## config.mk

```make
export PLATFORM = sky130hd
export DESIGN_NAME = tp_sync_sink
export DESIGN_NICKNAME = d
export VERILOG_FILES = /design/src/rtl/tp_sync_sink.sv
export SDC_FILE = /design/constraint.sdc
export NUM_CORES = 1
export LEC_CHECK = 0
export CORE_ASPECT_RATIO = 0.8
export CORE_MARGIN = 4
export CORE_UTILIZATION = 60
export CTS_BUF_LIST = sky130_fd_sc_hd__clkbuf_4
export CTS_CLUSTER_DIAMETER = 120
export DETAILED_ROUTE_END_ITERATION = 16
export DONT_BUFFER_PORTS = 1
export PLACE_DENSITY = 0.74
export SLEW_MARGIN = 20
export SYNTH_ARGS = -nofsm -noshare
export SYNTH_HDL_FRONTEND = slang
export SYNTH_SLANG_ARGS = --single-unit
```

## constraint.sdc

```tcl
create_clock -name clk -period 17.05 [get_ports clk]
set_clock_uncertainty 0.1 [all_clocks]
set_input_delay 3.41 -clock clk [delete_from_list [all_inputs] [get_ports clk]]
set_output_delay 3.41 -clock clk [all_outputs]
set_load 0.02 [all_outputs]
```

## src/rtl/tp_sync_sink.sv

```systemverilog
// -----------------------------------------------------------------------------
// tp_sync_sink
//   Receives tokens from an asynchronous producer over a two-phase dual-rail
//   link, decodes each token into a WIDTH-bit word and buffers the words in a
//   DEPTH-entry FIFO. Each accepted token is acknowledged with one toggle of
//   ack_o. When the FIFO is full, a complete token is held on the rails (the
//   FSM sits in STALL) until the consumer frees an entry.
//
// Ports
//   clk    : sole clock, rising edge
//   rst    : asynchronous reset, active low
//   in     : dual-rail data, in[i][1] = rail 1 (value 1), in[i][0] = rail 0
//   ack_o  : two-phase acknowledge to the producer
//   dat_o  : FIFO head word, 0 when empty
//   vld_o  : FIFO non-empty
//   rdy_i  : consumer ready; vld_o & rdy_i pops the head
//   level  : FIFO occupancy
// -----------------------------------------------------------------------------
module tp_sync_sink #(
   parameter int WIDTH       = 32,
   parameter int DEPTH       = 4,
   parameter int SYNC_STAGES = 2
) (
   input  logic                        clk,
   input  logic                        rst,
   input  logic [WIDTH-1:0][1:0]       in,
   output logic                        ack_o,
   output logic [WIDTH-1:0]            dat_o,
   output logic                        vld_o,
   input  logic                        rdy_i,
   output logic [$clog2(DEPTH):0]      level
);

   localparam int PW = $clog2(DEPTH);
   localparam int LW = PW + 1;

   typedef enum logic {WAIT, STALL} state_e;

   // Rail synchronizers: stage 0 samples the asynchronous rails, the last
   // stage is the only copy the rest of the design may look at.
   logic [SYNC_STAGES-1:0][WIDTH-1:0][1:0] sync_q, sync_d;
   logic [WIDTH-1:0] s0, s1;

   state_e           state_q, state_d;
   logic             ph_q, ph_d;
   logic             ack_q, ack_d;
   logic [WIDTH-1:0] r0_q, r0_d;
   logic [WIDTH-1:0] r1_q, r1_d;

   logic [WIDTH-1:0] mem_q [DEPTH];
   logic [PW-1:0]    wr_ptr_q, wr_ptr_d;
   logic [PW-1:0]    rd_ptr_q, rd_ptr_d;
   logic [LW-1:0]    count_q, count_d;

   logic             complete;
   logic             space;
   logic             push;
   logic             pop;
   logic [WIDTH-1:0] decoded;

   // ---------------------------------------------------------------------------
   // Synchronizer shift and rail decode
   // ---------------------------------------------------------------------------
   always_comb begin
      // NOTE: every signal assigned in a combinational block gets a value on
      // every path (here unconditionally) so no latch is inferred.
      sync_d = {sync_q[SYNC_STAGES-2:0], in};
      for (int i = 0; i < WIDTH; i++) begin
         s0[i] = sync_q[SYNC_STAGES-1][i][0];
         s1[i] = sync_q[SYNC_STAGES-1][i][1];
      end
   end

   // A token is complete only once every bit has seen exactly one rail toggle
   // relative to the expected phase; a partially arrived token fails this.
   assign complete = ((s1 ^ s0) == {WIDTH{~ph_q}});
   assign decoded  = s1 ^ r1_q;

   assign vld_o = (count_q != '0);
   assign pop   = vld_o & rdy_i;
   // count_q never exceeds DEPTH, so "not full" covers level < DEPTH; a pop
   // in the same cycle frees the slot the push is about to use.
   assign space = (count_q != LW'(DEPTH)) | pop;

   // ---------------------------------------------------------------------------
   // FSM: state register / next state / outputs
   // ---------------------------------------------------------------------------
   always_ff @(posedge clk or negedge rst) begin
      // NOTE: sequential state uses non-blocking assignments so every flop
      // samples the pre-edge values regardless of statement order.
      if (!rst) state_q <= WAIT;
      else      state_q <= state_d;
   end

   always_comb begin
      state_d = state_q;
      case (state_q)
         WAIT:    if (complete && !space) state_d = STALL;
         STALL:   if (space)              state_d = WAIT;
         default: state_d = WAIT;
      endcase
   end

   // In STALL the producer cannot move (no ack yet), so the held token is
   // still complete and only space gates the push.
   always_comb begin
      push = 1'b0;
      case (state_q)
         WAIT:    push = complete & space;
         STALL:   push = space;
         default: push = 1'b0;
      endcase
   end

   // ---------------------------------------------------------------------------
   // Link state and FIFO bookkeeping
   // ---------------------------------------------------------------------------
   always_comb begin
      ph_d     = ph_q ^ push;
      ack_d    = ack_q ^ push;
      r0_d     = push ? s0 : r0_q;
      r1_d     = push ? s1 : r1_q;
      wr_ptr_d = wr_ptr_q + PW'(push);
      rd_ptr_d = rd_ptr_q + PW'(pop);
      count_d  = count_q + LW'(push) - LW'(pop);
   end

   always_ff @(posedge clk or negedge rst) begin
      if (!rst) begin
         sync_q   <= '0;
         ph_q     <= 1'b0;
         ack_q    <= 1'b0;
         r0_q     <= '0;
         r1_q     <= '0;
         wr_ptr_q <= '0;
         rd_ptr_q <= '0;
         count_q  <= '0;
      end else begin
         sync_q   <= sync_d;
         ph_q     <= ph_d;
         ack_q    <= ack_d;
         r0_q     <= r0_d;
         r1_q     <= r1_d;
         wr_ptr_q <= wr_ptr_d;
         rd_ptr_q <= rd_ptr_d;
         count_q  <= count_d;
      end
   end

   // NOTE: the storage array is deliberately not reset; an entry is only
   // ever read after it has been written, and dat_o is forced to 0 when empty.
   always_ff @(posedge clk) begin
      if (push) mem_q[wr_ptr_q] <= decoded;
   end

   assign dat_o = vld_o ? mem_q[rd_ptr_q] : '0;
   assign ack_o = ack_q;
   assign level = count_q;

endmodule

```

==> reports/metrics.cfg <==
[finish]
nets = 839
mostFrequentLayoutCell = dfrtp_1
final_area_um2 = 12800
drive_gt1_frac = 0.239
syn2layout_area_growth_pct = 9.95
layout_common_cells = dfrtp_1, edfxtp_1, clkbuf_4
fin_util = 0.674

[setup_path]
worstReg2RegEnd = level[2]
r2r-start = s1[5]
crit_family = flip-flops
slowest_stage = dfrtp_1
crit_end = dat_o[13]
cp_num_buf_inv = 1
arrival_ns = 2.47
max_stage_delay_ns = 0.75
crit_type = reg2out
path_cells = buf_4, mux4_2, nor2b_1
start_kind = flip-flop
reg2regPathDepth = 14
cp.depth = 3
setup.worst_path.start = rd_ptr_q[1]
cp_data_required_time_ns = 13.54
ff2ff_setup_slack_ns = 13.11
crit_fanout = 20
endpoint_kind = output pin

[grt]
grt_max_degree = 171
grt_pass1_wl_mm = 34.1
grt.total_usage = 0.202
overflow = 0
grt_pass1_vias = 6662
antenna_found_initial = 2

[timing]
finalCritPeriodShare = 0.351
slew_viol_final = 0
tightestPinTransition_ns = 0.900
slew_headroom = 0.400
fmax_ghz = 0.167
rsz0062_at_grt = no
fin_ws_ns = 11.07
setup-violations-final = 0
tns_ns = 0
min_period_ns = 5.98
hold_viol_final = 0

[logic_synthesis]
synth.avg_cell_area_um2 = 16.0
synthSimpleGateAreaFrac = 0.0889
synth_xor_area_frac = 0.0526
synthAdderAreaFrac = 0.00601
synth-edff-count = 128
synthArstFlopShare = 0.570
synthDistinctLibCells = 40
synth-compound-area-share = 0.0727
synth-main-ff-cell = dfrtp_1
syn_area_um2 = 11700
synth-seq-cells = 298
ys_warn_count = 0
synth_cells = 729
synthMuxAreaShare = 0.0662
ys_seq_area_frac = 0.694
synth_top_family_by_area = simple AND/OR/NAND/NOR gates
synth_nets = 801

[detailed_routing]
wire_per_inst_um = 19.5
via_per_inst = 5.74
num_vias = 6230
drc_errors = 0
first_pass_iters = 5
drt_iter0_drc = 481
routed_wl_mm = 21.2
final_antenna_net_count = 0

[pwr]
peakVddDrop_uv = 108
p_leak_nw = 5.01
p_per_area_nw_per_um2 = 130

[floorplan]
dieWidth_um = 164
coreArea_um2 = 19000
start_util = 0.613
pin_count = 104
die-area_um2 = 21700
die_height_um = 133
row_count = 45

[min_path]
hold_depth = 0
hp-class = reg2reg

[clock_tree]
cts_root_buffer = clkbuf_4
htreeDepth = 3
cts_hold_buf = 0
cts_buffers = 72
cts_resized = 0
insertion_delay_ns = 0.66
clkTransAtPathRegs_ns = 0.06
cts_tree = built
cts_setup_buffers = 0
cts.sinks = 298
clockBufferDepth = 3

[place]
gp_congestion = 0.770
placed_area_um2 = 11900
port_buffers = 0
dp_hpwl_mm = 13.2
dp_worst_setup_slack_ns = 11.23

[flow_run]
drv_cap = 0

[run_status]
outcome = finished, final reports clean

flip-flops by register name (all words and copies together), names as in the netlist:
register,count
ph_q,1
wr_ptr_q,2
rd_ptr_q,2
r1_q,32
mem_q,128
s1,32
ack_o,1
level,3
s0,32
state_q,1
sync_d,64
worst min path at each step:
stage	start	to	slack, ns
floorplan	sync_d[64]	s0[0]	0.23
detailed placement	sync_d[86]	s0[11]	0.23
finish	sync_d[84]	s0[10]	0.24
global route	sync_d[84]	s0[10]	0.24
CTS	sync_d[86]	s0[11]	0.25
global placement	sync_d[81]	s1[8]	0.23
worst reg2reg max path: cells and delay by family (launching register included):
kind	cells	cell delay, ns
flops	1	0.44
simple gates	3	0.86
xor+xnor	3	0.62
compound gates	2	0.53
buf+inv	3	0.50
fa+ha+maj	3	0.80
synthesized netlist by cell type, types with 3 or more instances:
library cell / number / share of area
xor2_1: 49 / 0.037
buf_6: 4 / 0.0039
buf_2: 7 / 0.0030
edfxtp_1: 128 / 0.33
ha_1: 4 / 0.0043
a221oi_2: 30 / 0.039
mux2i_1: 4 / 0.0034
dfrtp_1: 170 / 0.36
clkbuf_1: 32 / 0.010
nor4b_1: 3 / 0.0023
or4_1: 4 / 0.0026
nor2b_1: 66 / 0.035
o22ai_1: 5 / 0.0027
o311ai_0: 3 / 0.0023
a221oi_1: 3 / 0.0023
inv_1: 5 / 0.0016
xnor2_1: 21 / 0.016
mux4_2: 32 / 0.062
nor3_1: 4 / 0.0017
o311ai_1: 30 / 0.023
nand2_1: 67 / 0.022
and3_1: 32 / 0.017
cell type report:
class | count | area [um2]
Antenna cell | 2 | 5.00
Clock buffer | 107 | 803
Clock inverter | 25 | 134
Fill cell | 1320 | 6200
Inverter | 6 | 22.5
Multi-Input combinational cell | 381 | 3380
Sequential cell | 298 | 8100
Tap cell | 258 | 323
Timing Repair Buffer | 8 | 60.1
stage by stage:
stage	cells	power (W)	hold slack, ns
2_1_floorplan	729	0.00107	0.231
3_3_place_gp	951	0.00112	0.232
3_5_place_dp	951	0.00113	0.235
4_1_cts	1083	0.00170	0.248
5_1_grt	1085	0.00176	0.244
6_report	1085	0.00167	0.243
report_power, final:
group          total (W)  internal, W  switching, W
clock network   0.000567     0.000305      0.000261
registers       0.000830     0.000773     0.0000574
logic           0.000274     0.000113      0.000161
cells by family (layout without fill, tap and decap cells):
kind of cell               Yosys count  in the layout
DFF                                298            298
and+or+nand+nor                    190            190
AOI/OAI and AO/OA                   79             79
xor gates and xnor gates            70             70
buffers and inverters               50            146
muxes                               37             37
adders and majority gates            5              5
other                                0              2
metal layers:
metal / global-route usage / wire length (um)
met1: 0.296 / 9620
met2: 0.300 / 9740
met3: 0.0564 / 1510
met4: 0.0661 / 296
met5: 0 / 0
Power figures use the tool's default switching activity.
